==> config.mk <==
export PLATFORM = sky130hd
export DESIGN_NAME = shift_var_pipe
export DESIGN_NICKNAME = d
export VERILOG_FILES = /design/src/rtl/shift_var_pipe.sv
export SDC_FILE = /design/constraint.sdc
export NUM_CORES = 1
export LEC_CHECK = 0
export BUFFER_PORTS_ARGS = -buffer_cell sky130_fd_sc_hd__buf_2
export CORE_UTILIZATION = 35
export DETAILED_ROUTE_END_ITERATION = 6
export SKIP_LAST_GASP = 1
export SYNTH_ARGS = -nofsm -noshare
export SYNTH_HDL_FRONTEND = slang
export SYNTH_SLANG_ARGS = --single-unit
==> constraint.sdc <==
create_clock -name clk -period 4.5 [get_ports clk]
set_input_delay 0.45 -clock clk [delete_from_list [all_inputs] [get_ports clk]]
set_output_delay 0.45 -clock clk [all_outputs]
set_load 0.005 [all_outputs]
==> src/rtl/shift_var_pipe.sv <==
`default_nettype none
// ============================================================================
// Module      : shift_var_pipe
// Description : Pipelined variable shifter (arith/logical right, logical left,
//               rotate right) with optional round-half-up on arithmetic right
//               shifts. One register stage per shift-amount bit plus an
//               output/round stage, global valid/ready stall.
// Revision    : 1.0 - initial release
// ============================================================================
module shift_var_pipe #(
    parameter int WORD_WIDTH  = 16,
    parameter int SHIFT_WIDTH = 4,
    parameter int TAG_WIDTH   = 4
) (
    input  logic                   clk,
    input  logic                   rst_n,
    input  logic                   in_valid,
    output logic                   in_ready,
    input  logic [WORD_WIDTH-1:0]  data_in,
    input  logic [SHIFT_WIDTH-1:0] shift_amount,
    input  logic [1:0]             mode,
    input  logic                   round_en,
    input  logic [TAG_WIDTH-1:0]   tag_in,
    output logic                   out_valid,
    input  logic                   out_ready,
    output logic [WORD_WIDTH-1:0]  data_out,
    output logic [TAG_WIDTH-1:0]   tag_out,
    output logic                   busy
);

    localparam logic [1:0] c_MODE_ASR = 2'b00;
    localparam logic [1:0] c_MODE_LSR = 2'b01;
    localparam logic [1:0] c_MODE_LSL = 2'b10;
    localparam logic [1:0] c_MODE_ROR = 2'b11;

    logic                   w_advance;
    logic                   w_round_in;
    logic [SHIFT_WIDTH-1:0] w_stage_vld;
    logic [SHIFT_WIDTH-1:0] w_unused_stage;
    logic                   r_out_valid;
    logic [WORD_WIDTH-1:0]  r_data_out;
    logic [TAG_WIDTH-1:0]   r_tag_out;

    // Whole pipe moves together; it only freezes when a result is stuck at the output.
    assign w_advance = !r_out_valid || out_ready;
    assign in_ready  = w_advance;

    // Round bit is the last bit shifted out; it is only meaningful for 1..WORD_WIDTH-1.
    always_comb begin
        w_round_in = 1'b0;
        if (mode == c_MODE_ASR && round_en) begin
            for (int i = 0; i < WORD_WIDTH - 1; i++) begin
                if (int'(shift_amount) == i + 1) begin
                    w_round_in = data_in[i];
                end
            end
        end
    end

    for (genvar k = 0; k < SHIFT_WIDTH; k++) begin : g_stage
        localparam int c_DIST = 2 ** k;
        localparam int c_ROT  = c_DIST % WORD_WIDTH;

        logic [WORD_WIDTH-1:0]  w_src_data;
        logic [SHIFT_WIDTH-1:0] w_src_amt;
        logic [1:0]             w_src_mode;
        logic                   w_src_round;
        logic [TAG_WIDTH-1:0]   w_src_tag;
        logic                   w_src_vld;
        logic [WORD_WIDTH-1:0]  w_shifted;

        logic [WORD_WIDTH-1:0]  r_data;
        logic [SHIFT_WIDTH-1:0] r_amt;
        logic [1:0]             r_mode;
        logic                   r_round;
        logic [TAG_WIDTH-1:0]   r_tag;
        logic                   r_vld;

        if (k == 0) begin : g_src_port
            assign w_src_data  = data_in;
            assign w_src_amt   = shift_amount;
            assign w_src_mode  = mode;
            assign w_src_round = w_round_in;
            assign w_src_tag   = tag_in;
            assign w_src_vld   = in_valid;
        end else begin : g_src_prev
            assign w_src_data  = g_stage[k-1].r_data;
            assign w_src_amt   = g_stage[k-1].r_amt;
            assign w_src_mode  = g_stage[k-1].r_mode;
            assign w_src_round = g_stage[k-1].r_round;
            assign w_src_tag   = g_stage[k-1].r_tag;
            assign w_src_vld   = g_stage[k-1].r_vld;
        end

        // Shift by this stage's fixed distance when its amount bit is set; shifts past the
        // word width saturate naturally (sign fill / zero), rotate wraps modulo the width.
        always_comb begin
            w_shifted = w_src_data;
            if (w_src_amt[k]) begin
                case (w_src_mode)
                    c_MODE_ASR: w_shifted = $signed(w_src_data) >>> c_DIST;
                    c_MODE_LSR: w_shifted = w_src_data >> c_DIST;
                    c_MODE_LSL: w_shifted = w_src_data << c_DIST;
                    c_MODE_ROR: w_shifted = (w_src_data >> c_ROT) |
                                            (w_src_data << (WORD_WIDTH - c_ROT));
                    default:    w_shifted = w_src_data;
                endcase
            end
        end

        // Stage register: captures the shifted word and its sideband when the pipe advances.
        always_ff @(posedge clk or negedge rst_n) begin
            if (!rst_n) begin
                r_vld   <= 1'b0;
                r_data  <= '0;
                r_amt   <= '0;
                r_mode  <= '0;
                r_round <= 1'b0;
                r_tag   <= '0;
            end else if (w_advance) begin
                r_vld   <= w_src_vld;
                r_data  <= w_shifted;
                r_amt   <= w_src_amt;
                r_mode  <= w_src_mode;
                r_round <= w_src_round;
                r_tag   <= w_src_tag;
            end
        end

        assign w_stage_vld[k]    = r_vld;
        // Later stages read only the higher amount bits; the last stage reads neither field.
        assign w_unused_stage[k] = ^{r_amt, r_mode};
    end

    // Output stage: applies the round increment and holds the result until accepted.
    always_ff @(posedge clk or negedge rst_n) begin
        if (!rst_n) begin
            r_out_valid <= 1'b0;
            r_data_out  <= '0;
            r_tag_out   <= '0;
        end else if (w_advance) begin
            r_out_valid <= g_stage[SHIFT_WIDTH-1].r_vld;
            if (g_stage[SHIFT_WIDTH-1].r_vld) begin
                r_data_out <= g_stage[SHIFT_WIDTH-1].r_data +
                              {{(WORD_WIDTH-1){1'b0}}, g_stage[SHIFT_WIDTH-1].r_round};
                r_tag_out  <= g_stage[SHIFT_WIDTH-1].r_tag;
            end
        end
    end

    assign out_valid = r_out_valid;
    assign data_out  = r_data_out;
    assign tag_out   = r_tag_out;
    assign busy      = (|w_stage_vld) | r_out_valid;

endmodule
`default_nettype wire

==> flow_summary.html, run 1 <==
<table>
<tr><th>Metric</th><th>Value</th></tr>
<tr><th colspan="2">Place</th></tr>
<tr><td>Detailed placer's ending HPWL</td><td>between 8000 and 9000 µm</td></tr>
<tr><td>Cell area after placement</td><td>around 6500 µm²</td></tr>
<tr><td>Port buffer count</td><td>53</td></tr>
<tr><td>Routability cong.</td><td>about 0.78</td></tr>
<tr><td>Setup WS pre-CTS</td><td>around 2.0 ns</td></tr>
<tr><th colspan="2">Run status</th></tr>
<tr><td>Run status</td><td>completed</td></tr>
<tr><th colspan="2">STA</th></tr>
<tr><td>Slew at the pin closest to its max-slew limit</td><td>a little under 1 ns</td></tr>
<tr><td>Final setup violation count</td><td>0</td></tr>
<tr><td>Peak clock frequency supported by timing</td><td>approximately 0.42 GHz</td></tr>
<tr><td>Final Skew</td><td>0.005870 ns</td></tr>
<tr><td>Count of pins over their slew limit</td><td>0</td></tr>
<tr><td>Tcrit/Tclk final</td><td>52.42%</td></tr>
<tr><td>Final worst-path setup slack</td><td>~2.1 ns</td></tr>
<tr><td>Setup tns final</td><td>0 ns</td></tr>
<tr><td>Setup repair after global routing missed its margin</td><td>false</td></tr>
<tr><td>Final min period</td><td>approximately 2.4 ns</td></tr>
<tr><td>Tightest slew margin relative to the limit</td><td>around 36%</td></tr>
<tr><td>Hold violation total from the final report</td><td>0</td></tr>
<tr><th colspan="2">Pwr</th></tr>
<tr><td>Power per Cell Area</td><td>approximately 680 nW/µm²</td></tr>
<tr><td>Worst voltage drop across the vdd grid</td><td>slightly below 0.0003 V</td></tr>
<tr><td>LEAKAGE</td><td>3.315 nW</td></tr>
<tr><th colspan="2">Critical path</th></tr>
<tr><td>Kind of capture point of the worst setup path</td><td>flop</td></tr>
<tr><td>CP required</td><td>roughly 4.8 ns</td></tr>
<tr><td>Worst reg2reg endpoint</td><td>g_stage[1].r_data[3]</td></tr>
<tr><td>End point of the critical path</td><td>g_stage[1].r_data[3]</td></tr>
<tr><td>Type of the worst setup path</td><td>flop to flop</td></tr>
<tr><td>Launching point of the worst reg2reg path</td><td>out_valid</td></tr>
<tr><td>Startpoint type of the worst setup path</td><td>flop</td></tr>
<tr><td>Crit path launch</td><td>out_valid</td></tr>
<tr><td>Arrival time reported for the critical path endpoint</td><td>approximately 2.7 ns</td></tr>
<tr><td>Worst reg2reg setup slack</td><td>about 2.1 ns</td></tr>
<tr><td>Maximum fanout encountered on the critical timing path</td><td>between 90 and 100</td></tr>
<tr><td>Length in cells of the worst reg-to-reg path</td><td>5</td></tr>
<tr><th colspan="2">GRT</th></tr>
<tr><td>Overall Global Routing Usage</td><td>between 10% and 20%</td></tr>
<tr><td>Number of antenna violations at the first check in global routing</td><td>0</td></tr>
<tr><td>Pin count of the biggest net entering global routing</td><td>between 90 and 100</td></tr>
<tr><td>Via count of the first global-routing pass</td><td>4437</td></tr>
<tr><td>Remaining global-route overflow</td><td>0</td></tr>
<tr><td>Global-route wire length before repair</td><td>around 23000 µm</td></tr>
<tr><th colspan="2">Yosys</th></tr>
<tr><td>Area fraction of the dominant cell type after synthesis</td><td>between 40% and 50%</td></tr>
<tr><td>Post-synth net total</td><td>~740</td></tr>
<tr><td>Flip-flop cell with the highest count after synthesis</td><td>sky130_fd_sc_hd__dfrtp_1</td></tr>
<tr><td>Synth top area cells</td><td>sky130_fd_sc_hd__dfrtp_1 (49%), sky130_fd_sc_hd__nand2_1 (13%), sky130_fd_sc_hd__a21o_1 (3.8%)</td></tr>
<tr><td>Syn Area/Cell</td><td>around 8.7 µm²</td></tr>
<tr><td>Gate Count Post-Synth</td><td>702</td></tr>
<tr><td>Distinct cell type count after synthesis</td><td>roughly 50</td></tr>
<tr><td>Cell types with the highest counts after synthesis</td><td>sky130_fd_sc_hd__nand2_1 (209), sky130_fd_sc_hd__dfrtp_1 (121), sky130_fd_sc_hd__nor2_1 (48), sky130_fd_sc_hd__o21ai_0 (46), sky130_fd_sc_hd__a21o_1 (31)</td></tr>
<tr><td>Post-synth ARST share</td><td>100.0%</td></tr>
<tr><td>Count of synthesis-stage warnings from yosys</td><td>0</td></tr>
<tr><td>Synthesized cell area</td><td>between 6000 and 7000 µm²</td></tr>
<tr><td>Most frequent cell after synthesis</td><td>sky130_fd_sc_hd__nand2_1</td></tr>
<tr><td>Number of enable flip-flop cells after synthesis</td><td>0</td></tr>
<tr><td>#FFs+latches synth</td><td>121</td></tr>
<tr><td>Post-synth top area cell</td><td>sky130_fd_sc_hd__dfrtp_1</td></tr>
<tr><td>Sequential-to-total area share from yosys stat</td><td>49.48%</td></tr>
<tr><th colspan="2">Floorplan</th></tr>
<tr><td>I/O pin count</td><td>54</td></tr>
<tr><td>Core outline area</td><td>approximately 17000 µm²</td></tr>
<tr><td>Vertical die dimension</td><td>134.2 µm</td></tr>
<tr><td>Horizontal die dimension</td><td>about 130 µm</td></tr>
<tr><td>Cell row count</td><td>47</td></tr>
<tr><td>Effective utilization at floorplan</td><td>36.39%</td></tr>
<tr><td>Overall die area</td><td>18020 µm²</td></tr>
<tr><th colspan="2">Hold path</th></tr>
<tr><td>Type of the worst min-delay path</td><td>primary input to async pin</td></tr>
<tr><th colspan="2">Clock network</th></tr>
<tr><td>Root cell of the clock tree</td><td>sky130_fd_sc_hd__clkbuf_16</td></tr>
<tr><td>Gates resized, CTS repair</td><td>0</td></tr>
<tr><td>Clock tree buffer depth</td><td>2</td></tr>
<tr><td>Register clock-pin slew on the reported worst setup and hold paths</td><td>roughly 0.050 ns</td></tr>
<tr><td>Clk sinks</td><td>between 100 and 150</td></tr>
<tr><td>CTS H-tree lvls</td><td>4</td></tr>
<tr><td>CTS tree</td><td>yes</td></tr>
<tr><td>Number of buffers created by CTS</td><td>17</td></tr>
<tr><td>Buffers inserted during post-CTS setup optimization</td><td>0</td></tr>
<tr><td>Hold-fix buffers, CTS</td><td>0</td></tr>
<tr><td>Skew-Pair Late Insertion Delay</td><td>~0.4 ns</td></tr>
<tr><th colspan="2">Routing</th></tr>
<tr><td>Routed len/inst</td><td>13.40 µm</td></tr>
<tr><td>Total routed wirelength</td><td>~13000 µm</td></tr>
<tr><td>Number of vias per cell after detailed routing</td><td>between 5 and 6</td></tr>
<tr><td>Iter 0 DRT Violations</td><td>about 310</td></tr>
<tr><td>DRC violation count after routing</td><td>0</td></tr>
<tr><td>Number of vias after detailed routing</td><td>4807</td></tr>
<tr><td>First-pass iteration count of the detailed router</td><td>4</td></tr>
<tr><td>Antenna violation net count after detailed routing</td><td>0</td></tr>
<tr><th colspan="2">Finish</th></tr>
<tr><td>Final design instance area without fill</td><td>just over 7000 µm²</td></tr>
<tr><td>Number of filler instances in the final layout</td><td>between 1500 and 2000</td></tr>
<tr><td>Final core utilization</td><td>41.91%</td></tr>
<tr><td>Share of final-layout standard cells stronger than drive strength 1</td><td>about an eighth</td></tr>
<tr><td>Final nets</td><td>~760</td></tr>
<tr><td>Number of diodes</td><td>0</td></tr>
<tr><td>P&amp;R area growth vs syn</td><td>15.19%</td></tr>
<tr><th colspan="2">Run</th></tr>
<tr><td>Max-cap check violation count</td><td>0</td></tr>
</table>
==> layout make-up <==
type	instances	area (µm²)	share of cell area, %
clock buffer	28	516.7	7.330
sequential	121	3028	42.95
timing repair buffer	59	312.8	4.437
clock inverter	2	35.03	0.4970
tap	220	275.3	3.905
inverter	10	37.54	0.5325
multi-input combinational	520	2844	40.34
==> cell usage in the layout (no fill, tap or decap), drive strengths merged, types with 2 or more instances in the layout <==
cell,Yosys,final
nand2,209,209
dfrtp,121,121
buf,24,59
nor2,48,48
o21ai,47,47
a21o,31,31
clkbuf,27,28
mux2i,21,21
a211oi,20,20
nor2b,19,19
a31oi,16,16
nand3,12,12
a21oi,12,12
a311oi,12,12
inv,10,10
and3,8,8
o31ai,8,8
o211ai,6,6
xor2,6,6
nand4,6,6
nor3,4,4
nand2b,4,4
xnor2,4,4
nor4,2,2
mux2,2,2
a32oi,2,2
a221o,2,2
nor3b,2,2
a211o,2,2
ha,2,2
and4,2,2
==> metal layers <==
| layer | up-vias | share of wire, % | track usage [%] |
|---|---|---|---|
| met3 | 11 | 3.7 | 3.741 |
| met4 | 0 | 1.3 | 6.742 |
| met5 | - | 0 | 0 |
| li1 | 2488 | - | - |
| met1 | 2211 | 49 | 22.16 |
| met2 | 97 | 46 | 23.37 |
==> state kept, by name, summed over array words and instances (netlist names) <==
register,flops
out_valid,1
g_stage.r_data,64
g_stage.r_tag,16
data_out,16
g_stage.r_amt,6
g_stage.r_round,4
g_stage.r_vld,4
g_stage.r_mode,6
tag_out,4
==> cells by family after synthesis <==
| group | Yosys count | synth area share (%) |
|---|---|---|
| simple gates | 322 | 22.69 |
| compound gates | 162 | 17.64 |
| flops | 121 | 49.48 |
| buf+inv | 61 | 4.171 |
| mux | 24 | 4.171 |
| xor+xnor | 10 | 1.431 |
| fa+ha+maj | 2 | 0.4088 |
==> through the flow <==
stage	cells	power [W]	hold slack, ns
after global placement	930	0.003506	0.4519
after global routing	960	0.005170	0.1344
after CTS	960	0.004821	0.1051
final	960	0.004759	0.08097
after detailed placement	930	0.003542	0.4557
after floorplan	702	0.003094	0.1544
==> power breakdown <==
group / internal (W) / switching (W) / total, W / leakage [nW]
logic: 0.000638 / 0.000768 / 0.00141 / 1.57
registers: 0.00156 / 0.000532 / 0.00209 / 1.48
clock network: 0.000825 / 0.000434 / 0.00126 / 0.271
total: 0.00303 / 0.00173 / 0.00476 / 3.31
==> worst max-delay path, cell delays in order (launching register included) <==
cell and delay (ns):
sky130_fd_sc_hd__dfrtp_1 0.36, sky130_fd_sc_hd__nor2b_4 0.16, sky130_fd_sc_hd__buf_4 0.56, sky130_fd_sc_hd__buf_4 0.76, sky130_fd_sc_hd__a311oi_1 0.10, sky130_fd_sc_hd__a21o_1 0.21
==> worst min-delay path by stage <==
stage	startpoint	endpoint	slack [ns]	depth (start not counted)
global placement	g_stage[1].r_tag[3]	g_stage[1].r_tag[3]	0.45	2
finish	rst_n	data_out[0]	0.08	1
CTS	rst_n	data_out[0]	0.11	1
floorplan	rst_n	data_out[0]	0.15	0
global route	rst_n	data_out[0]	0.13	1
detailed placement	g_stage[1].r_tag[3]	g_stage[1].r_tag[3]	0.46	2
No activity file was read; power rests on OpenSTA's default activity.
==> run 2, diff against run 1 <==
clock period = 2.25 ns   (was 4.5 ns; I/O delays follow)
==> run 2 against run 1 <==
- non-clock buffer count increased by 15
- wire length increased by 2.5%
- core utilization grew 1.7 points
- sequential share of layout area is 1.6 points lower
- sequential power grew 94%
- sequential cell count did not move
==> flow_summary.html, run 2 (synthesis gave the netlist of run 1 again) <==
<table>
<tr><th>Metric</th><th>Value</th></tr>
<tr><th colspan="2">Run status</th></tr>
<tr><td>Run status</td><td>completed</td></tr>
<tr><th colspan="2">Critical path</th></tr>
<tr><td>CP required</td><td>around 2 ns</td></tr>
<tr><td>Startpoint type of the worst setup path</td><td>flop</td></tr>
<tr><td>Kind of capture point of the worst setup path</td><td>output pin</td></tr>
<tr><td>Maximum fanout encountered on the critical timing path</td><td>40</td></tr>
<tr><td>Worst reg2reg setup slack</td><td>between 0.5 and 0.6 ns</td></tr>
<tr><td>Worst path cell trace</td><td>nor2b_4 &gt; inv_2 &gt; buf_4 &gt; buf_2</td></tr>
<tr><td>Type of the worst setup path</td><td>flop to output pin</td></tr>
<tr><td>Largest stage delay on the critical path</td><td>approximately 0.39 ns</td></tr>
<tr><td>Arrival time reported for the critical path endpoint</td><td>roughly 1.6 ns</td></tr>
<tr><td>Master of the slowest instance on the critical path</td><td>sky130_fd_sc_hd__dfrtp_1</td></tr>
<tr><th colspan="2">STA</th></tr>
<tr><td>Hold violation total from the final report</td><td>0</td></tr>
<tr><td>Slew at the pin closest to its max-slew limit</td><td>approximately 0.77 ns</td></tr>
<tr><td>Count of pins over their slew limit</td><td>0</td></tr>
<tr><td>Final setup violation count</td><td>0</td></tr>
<tr><td>Final min period</td><td>roughly 1.8 ns</td></tr>
<tr><td>Final Skew</td><td>0.01726 ns</td></tr>
<tr><td>Tcrit/Tclk final</td><td>79.27%</td></tr>
<tr><td>Setup repair after global routing missed its margin</td><td>false</td></tr>
<tr><td>Peak clock frequency supported by timing</td><td>roughly 0.56 GHz</td></tr>
<tr><td>Setup tns final</td><td>0 ns</td></tr>
<tr><td>Tightest slew margin relative to the limit</td><td>around 49%</td></tr>
<tr><th colspan="2">Clock network</th></tr>
<tr><td>CTS H-tree lvls</td><td>4</td></tr>
<tr><td>Clk sinks</td><td>121</td></tr>
<tr><td>Hold-fix buffers, CTS</td><td>3</td></tr>
<tr><td>Clock tree buffer depth</td><td>2</td></tr>
<tr><td>Number of buffers created by CTS</td><td>17</td></tr>
<tr><td>Root cell of the clock tree</td><td>sky130_fd_sc_hd__clkbuf_16</td></tr>
<tr><td>CTS tree</td><td>yes</td></tr>
<tr><td>Buffers inserted during post-CTS setup optimization</td><td>0</td></tr>
<tr><td>Gates resized, CTS repair</td><td>0</td></tr>
<tr><td>Skew-Pair Late Insertion Delay</td><td>0.43 ns</td></tr>
<tr><td>Register clock-pin slew on the reported worst setup and hold paths</td><td>~0.050 ns</td></tr>
<tr><th colspan="2">GRT</th></tr>
<tr><td>Pin count of the biggest net entering global routing</td><td>between 100 and 150</td></tr>
<tr><td>Via count of the first global-routing pass</td><td>4555</td></tr>
<tr><td>Overall Global Routing Usage</td><td>between 15 and 20%</td></tr>
<tr><td>Number of antenna violations at the first check in global routing</td><td>0</td></tr>
<tr><td>Remaining global-route overflow</td><td>0</td></tr>
<tr><td>Global-route wire length before repair</td><td>22500 µm</td></tr>
<tr><th colspan="2">Finish</th></tr>
<tr><td>Commonest cells after routing, fill and taps aside</td><td>sky130_fd_sc_hd__nand2_1 (209), sky130_fd_sc_hd__dfrtp_1 (121), sky130_fd_sc_hd__buf_2 (52), sky130_fd_sc_hd__nor2_1 (48), sky130_fd_sc_hd__o21ai_0 (46)</td></tr>
<tr><td>Number of filler instances in the final layout</td><td>around 1700</td></tr>
<tr><td>Share of final-layout standard cells stronger than drive strength 1</td><td>~15%</td></tr>
<tr><td>Final core utilization</td><td>43.58%</td></tr>
<tr><td>Footprint of the multi-input gates</td><td>2844 µm²</td></tr>
<tr><td>Most common library cell in the layout ignoring fill and taps</td><td>sky130_fd_sc_hd__nand2_1</td></tr>
<tr><td>Non-filler cells, final</td><td>977</td></tr>
<tr><td>Number of flip-flops in the largest register</td><td>between 60 and 70</td></tr>
<tr><td>Register name with the most flops</td><td>g_stage.r_data</td></tr>
<tr><td>Total area of sequential cells</td><td>3028 µm²</td></tr>
<tr><td>Number of diodes</td><td>0</td></tr>
<tr><td>P&amp;R area growth vs syn</td><td>19.77%</td></tr>
<tr><td>Final nets</td><td>just under 800</td></tr>
<tr><th colspan="2">Pwr</th></tr>
<tr><td>Power per Cell Area</td><td>between 1000 and 1500 nW/µm²</td></tr>
<tr><td>Worst voltage drop across the vdd grid</td><td>0.0007177 V</td></tr>
<tr><td>LEAKAGE</td><td>between 3 and 4 nW</td></tr>
<tr><th colspan="2">Routing</th></tr>
<tr><td>Antenna violation net count after detailed routing</td><td>0</td></tr>
<tr><td>Routed len/inst</td><td>between 10 and 15 µm</td></tr>
<tr><td>First-pass iteration count of the detailed router</td><td>4</td></tr>
<tr><td>Total routed wirelength</td><td>between 10000 and 15000 µm</td></tr>
<tr><td>Number of vias after detailed routing</td><td>slightly below 5000</td></tr>
<tr><td>Number of vias per cell after detailed routing</td><td>4.964</td></tr>
<tr><td>DRC violation count after routing</td><td>0</td></tr>
<tr><td>Iter 0 DRT Violations</td><td>312</td></tr>
<tr><th colspan="2">Floorplan</th></tr>
<tr><td>Effective utilization at floorplan</td><td>between 30% and 40%</td></tr>
<tr><td>Overall die area</td><td>roughly 18000 µm²</td></tr>
<tr><td>Horizontal die dimension</td><td>roughly 130 µm</td></tr>
<tr><td>Core outline area</td><td>~17000 µm²</td></tr>
<tr><td>I/O pin count</td><td>54</td></tr>
<tr><td>Cell row count</td><td>between 40 and 50</td></tr>
<tr><td>Vertical die dimension</td><td>roughly 130 µm</td></tr>
<tr><th colspan="2">Run</th></tr>
<tr><td>Max-cap check violation count</td><td>0</td></tr>
<tr><th colspan="2">Place</th></tr>
<tr><td>Detailed placer's ending HPWL</td><td>9031 µm</td></tr>
<tr><td>Routability cong.</td><td>between 0.8 and 0.9</td></tr>
<tr><td>Cell count after placement</td><td>approximately 940</td></tr>
<tr><td>Port buffer count</td><td>between 50 and 60</td></tr>
<tr><th colspan="2">Hold path</th></tr>
<tr><td>Type of the worst min-delay path</td><td>primary input to flop</td></tr>
</table>
==> run 2: cell types whose count changed in the layout (fill, tap and decap cells not counted) <==
cell / delta
sky130_fd_sc_hd__bufinv_16: +5
sky130_fd_sc_hd__dlygate4sd3_1: +3
sky130_fd_sc_hd__clkbuf_8: -2
sky130_fd_sc_hd__buf_4: +10
sky130_fd_sc_hd__clkinv_2: +1
sky130_fd_sc_hd__clkinv_4: +3
sky130_fd_sc_hd__buf_12: +2
sky130_fd_sc_hd__clkbuf_1: -5
==> run 2: worst paths after layout <==
kind | start | cells after the start | end
max | out_valid | 4 | in_ready
min | tag_in[1] | 3 | g_stage[0].r_tag[1]
max reg2reg | g_stage[3].r_round | 5 | data_out[15]
min reg2reg | g_stage[3].r_tag[0] | 2 | tag_out[0]
max in group asynchronous | rst_n | 3 | g_stage[2].r_data[12]
min in group asynchronous | rst_n | 2 | data_out[14]
==> run 2: area by class of cell <==
type | count | share of cell area, %
repair buffers | 74 | 6.248
multi-input cells | 520 | 38.80
well taps | 220 | 3.756
clock inverters | 11 | 2.953
inverters | 10 | 0.5121
flip-flops and latches | 121 | 41.31
clock buffers | 21 | 6.419
==> run 2: report_power, final <==
part / leakage, nW / switching [W] / internal [W] / total, W
clock: 0.337 / 0.000963 / 0.00217 / 0.00313
combinational: 1.65 / 0.00171 / 0.00139 / 0.00309
sequential: 1.48 / 0.000923 / 0.00313 / 0.00405
==> run 2: routing by layer <==
metal	up-vias	track usage (%)	share of wire, %
met5	-	0	0
met1	2259	20.91	49
met4	0	5.868	1.1
li1	2505	-	-
met3	10	3.401	3.0
met2	76	25.04	47
==> run 2: worst max-delay path: cells and delay by family, from the launching register on <==
kind,cells,cell delay [ns]
buffers and inverters,3,0.58
flip-flops,1,0.39
AND/OR/NAND/NOR,1,0.15
==> run 2: per-stage QoR <==
stage               worst slack [ns]  total power [W]  hold WS [ns]  instance area [µm²]
floorplan                     0.6794         0.006187      -0.07059                 6120
global placement              0.5975         0.007129        0.2754                 6613
detailed placement            0.5458         0.007217        0.2743                 6613
CTS                           0.4428          0.01040      0.002008                 7330
global route                  0.3710          0.01108       0.01736                 7330
finish                        0.4664          0.01027       0.01059                 7330
==> run 3, diff against run 2 <==
clock period = 1.6 ns   (was 2.25 ns; I/O delays follow)
==> run 3 against run 2 <==
- critical path depth rose by 2
- via count is 0.93% higher
- sequential cell count is the same
- core utilization grew 1.4 points
- total power increased by 39%
- clock power is 22% higher
- sequential share of layout area is 1.3 points lower
- register-to-register slack lost 0.50 ns
- non-clock buffer count up 29
- wire length up 0.97%
- final cell count increased by 3.0%
- critical path type is now flop to flop
- largest power group unchanged
- highest routed layer unchanged
==> flow_summary.html, run 3 (synthesis gave the netlist of run 1 again) <==
<table>
<tr><th>Metric</th><th>Value</th></tr>
<tr><th colspan="2">STA</th></tr>
<tr><td>Setup repair after global routing missed its margin</td><td>true</td></tr>
<tr><td>Tcrit/Tclk final</td><td>97.53%</td></tr>
<tr><td>Final min period</td><td>roughly 1.6 ns</td></tr>
<tr><td>Final setup violation count</td><td>0</td></tr>
<tr><td>Peak clock frequency supported by timing</td><td>roughly 0.64 GHz</td></tr>
<tr><td>Hold violation total from the final report</td><td>0</td></tr>
<tr><td>Slew at the pin closest to its max-slew limit</td><td>0.4238 ns</td></tr>
<tr><td>Final worst-path setup slack</td><td>between 0.03 and 0.04 ns</td></tr>
<tr><td>Final Skew</td><td>0.006253 ns</td></tr>
<tr><td>Count of pins over their slew limit</td><td>0</td></tr>
<tr><td>Setup tns final</td><td>0 ns</td></tr>
<tr><td>Tightest slew margin relative to the limit</td><td>between 70% and 80%</td></tr>
<tr><th colspan="2">GRT</th></tr>
<tr><td>Number of antenna violations at the first check in global routing</td><td>0</td></tr>
<tr><td>Global-route wire length before repair</td><td>around 23000 µm</td></tr>
<tr><td>Pin count of the biggest net entering global routing</td><td>69</td></tr>
<tr><td>Via count of the first global-routing pass</td><td>4569</td></tr>
<tr><td>Remaining global-route overflow</td><td>0</td></tr>
<tr><td>Overall Global Routing Usage</td><td>between 15 and 20%</td></tr>
<tr><th colspan="2">Pwr</th></tr>
<tr><td>Power per Cell Area</td><td>~1900 nW/µm²</td></tr>
<tr><td>Worst voltage drop across the vdd grid</td><td>~0.00095 V</td></tr>
<tr><td>LEAKAGE</td><td>approximately 3.6 nW</td></tr>
<tr><td>Sum of internal, switching and leakage power</td><td>between 0.01 and 0.015 W</td></tr>
<tr><th colspan="2">Critical path</th></tr>
<tr><td>CP required</td><td>around 2.0 ns</td></tr>
<tr><td>Startpoint type of the worst setup path</td><td>flop</td></tr>
<tr><td>Crit path launch</td><td>g_stage[3].r_data[0]</td></tr>
<tr><td>Maximum fanout encountered on the critical timing path</td><td>4</td></tr>
<tr><td>Worst reg2reg endpoint</td><td>data_out[10]</td></tr>
<tr><td>Launching point of the worst reg2reg path</td><td>g_stage[3].r_data[0]</td></tr>
<tr><td>Length in cells of the worst reg-to-reg path</td><td>6</td></tr>
<tr><td>End point of the critical path</td><td>data_out[10]</td></tr>
<tr><td>Kind of capture point of the worst setup path</td><td>flop</td></tr>
<tr><td>Worst reg2reg setup slack</td><td>between 0.03 and 0.04 ns</td></tr>
<tr><td>Arrival time reported for the critical path endpoint</td><td>1.92 ns</td></tr>
<tr><td>Type of the worst setup path</td><td>flop to flop</td></tr>
<tr><th colspan="2">Finish</th></tr>
<tr><td>P&amp;R area growth vs syn</td><td>23.74%</td></tr>
<tr><td>Most common library cell in the layout ignoring fill and taps</td><td>sky130_fd_sc_hd__nand2_1</td></tr>
<tr><td>Register name with the most flops</td><td>g_stage.r_data</td></tr>
<tr><td>Commonest cells after routing, fill and taps aside</td><td>sky130_fd_sc_hd__nand2_1 (208), sky130_fd_sc_hd__dfrtp_1 (121), sky130_fd_sc_hd__buf_2 (52), sky130_fd_sc_hd__nor2_1 (48), sky130_fd_sc_hd__o21ai_0 (46)</td></tr>
<tr><td>Share of final-layout standard cells stronger than drive strength 1</td><td>17.94%</td></tr>
<tr><td>Final design instance area without fill</td><td>approximately 7600 µm²</td></tr>
<tr><td>Number of diodes</td><td>0</td></tr>
<tr><td>Number of filler instances in the final layout</td><td>around 1700</td></tr>
<tr><td>Final core utilization</td><td>45.02%</td></tr>
<tr><td>Number of flip-flops in the largest register</td><td>64</td></tr>
<tr><td>Final nets</td><td>806</td></tr>
<tr><th colspan="2">Place</th></tr>
<tr><td>Routability cong.</td><td>around 0.81</td></tr>
<tr><td>Port buffer count</td><td>53</td></tr>
<tr><td>Detailed placer's ending HPWL</td><td>roughly 9400 µm</td></tr>
<tr><td>Cell area after placement</td><td>6853 µm²</td></tr>
<tr><td>Setup WS pre-CTS</td><td>0.02987 ns</td></tr>
<tr><th colspan="2">Floorplan</th></tr>
<tr><td>Vertical die dimension</td><td>between 100 and 150 µm</td></tr>
<tr><td>Overall die area</td><td>about 18000 µm²</td></tr>
<tr><td>I/O pin count</td><td>54</td></tr>
<tr><td>Horizontal die dimension</td><td>around 130 µm</td></tr>
<tr><td>Effective utilization at floorplan</td><td>between 30 and 40%</td></tr>
<tr><td>Core outline area</td><td>16820 µm²</td></tr>
<tr><td>Cell row count</td><td>47</td></tr>
<tr><th colspan="2">Run status</th></tr>
<tr><td>Run status</td><td>completed</td></tr>
<tr><th colspan="2">Routing</th></tr>
<tr><td>DRC violation count after routing</td><td>0</td></tr>
<tr><td>First-pass iteration count of the detailed router</td><td>4</td></tr>
<tr><td>Routed len/inst</td><td>between 10 and 15 µm</td></tr>
<tr><td>Total routed wirelength</td><td>around 13000 µm</td></tr>
<tr><td>Iter 0 DRT Violations</td><td>193</td></tr>
<tr><td>Antenna violation net count after detailed routing</td><td>0</td></tr>
<tr><td>Number of vias after detailed routing</td><td>just under 5000</td></tr>
<tr><td>Number of vias per cell after detailed routing</td><td>4.866</td></tr>
<tr><th colspan="2">Clock network</th></tr>
<tr><td>Clock tree buffer depth</td><td>2</td></tr>
<tr><td>Root cell of the clock tree</td><td>sky130_fd_sc_hd__clkbuf_16</td></tr>
<tr><td>Number of buffers created by CTS</td><td>17</td></tr>
<tr><td>Register clock-pin slew on the reported worst setup and hold paths</td><td>approximately 0.060 ns</td></tr>
<tr><td>CTS tree</td><td>yes</td></tr>
<tr><td>Skew-Pair Late Insertion Delay</td><td>around 0.42 ns</td></tr>
<tr><td>CTS H-tree lvls</td><td>4</td></tr>
<tr><td>Clk sinks</td><td>approximately 120</td></tr>
<tr><th colspan="2">Hold path</th></tr>
<tr><td>Type of the worst min-delay path</td><td>primary input to flop</td></tr>
<tr><th colspan="2">Run</th></tr>
<tr><td>Max-cap check violation count</td><td>0</td></tr>
</table>
[run 3: critical path: stages, from the launching register on]
cell and delay (ns):
sky130_fd_sc_hd__dfrtp_1 0.35, sky130_fd_sc_hd__ha_2 0.19, sky130_fd_sc_hd__ha_2 0.18, sky130_fd_sc_hd__and2_1 0.16, sky130_fd_sc_hd__nand2_2 0.07, sky130_fd_sc_hd__or4_1 0.46
sky130_fd_sc_hd__nand3_1 0.09
[run 3: per-stage QoR]
stage / hold WS, ns / cells
2_1_floorplan: -0.1356 / 702
3_3_place_gp: 0.1239 / 964
3_5_place_dp: 0.1220 / 964
4_1_cts: 0.004182 / 1004
5_1_grt: 0.02382 / 1006
6_report: 0.01609 / 1006
[run 3: timing repair]
action                                  4_1_cts  5_1_grt
pin swaps                                     0        1
endpoints found under the setup margin        1        9
endpoints found under the hold margin        35        0
gates resized for setup                       2        5
buffers inserted                              1        2
hold buffers                                  7        0
[run 3: how the worst min path moves through the flow]
stage          slack [ns]  startpoint  cells after the start                    to
6_report             0.02     mode[0]                      3  g_stage[0].r_mode[0]
5_1_grt              0.02     mode[0]                      3  g_stage[0].r_mode[0]
4_1_cts             0.004     mode[0]                      3  g_stage[0].r_mode[0]
3_5_place_dp         0.12       rst_n                      1            tag_out[2]
3_3_place_gp         0.12       rst_n                      1            tag_out[1]
2_1_floorplan       -0.14       rst_n                      0           data_out[0]
[run 3: report_power, final]
| part | switching (W) | internal (W) | total (W) | leakage (nW) |
|---|---|---|---|---|
| combinational | 0.00272 | 0.00230 | 0.00502 | 1.82 |
| clock | 0.00137 | 0.00244 | 0.00381 | 0.279 |
| sequential | 0.00105 | 0.00440 | 0.00544 | 1.48 |
[run 3: cell type report]
class | instances | area, µm² | share of cell area (%)
Tap cell | 220 | 275.3 | 3.635
Sequential cell | 121 | 3028 | 39.99
Timing Repair Buffer | 103 | 773.2 | 10.21
Inverter | 10 | 37.54 | 0.4957
Multi-Input combinational cell | 520 | 2858 | 37.74
Clock inverter | 11 | 120.1 | 1.586
Clock buffer | 21 | 480.5 | 6.345
[run 3: routing by layer]
metal	vias up	track usage, %	share of wire, %
li1	2562	-	-
met1	2248	21.15	49
met2	78	25.47	47
met5	-	0	0
met4	0	5.056	0.84
met3	7	4.800	3.5
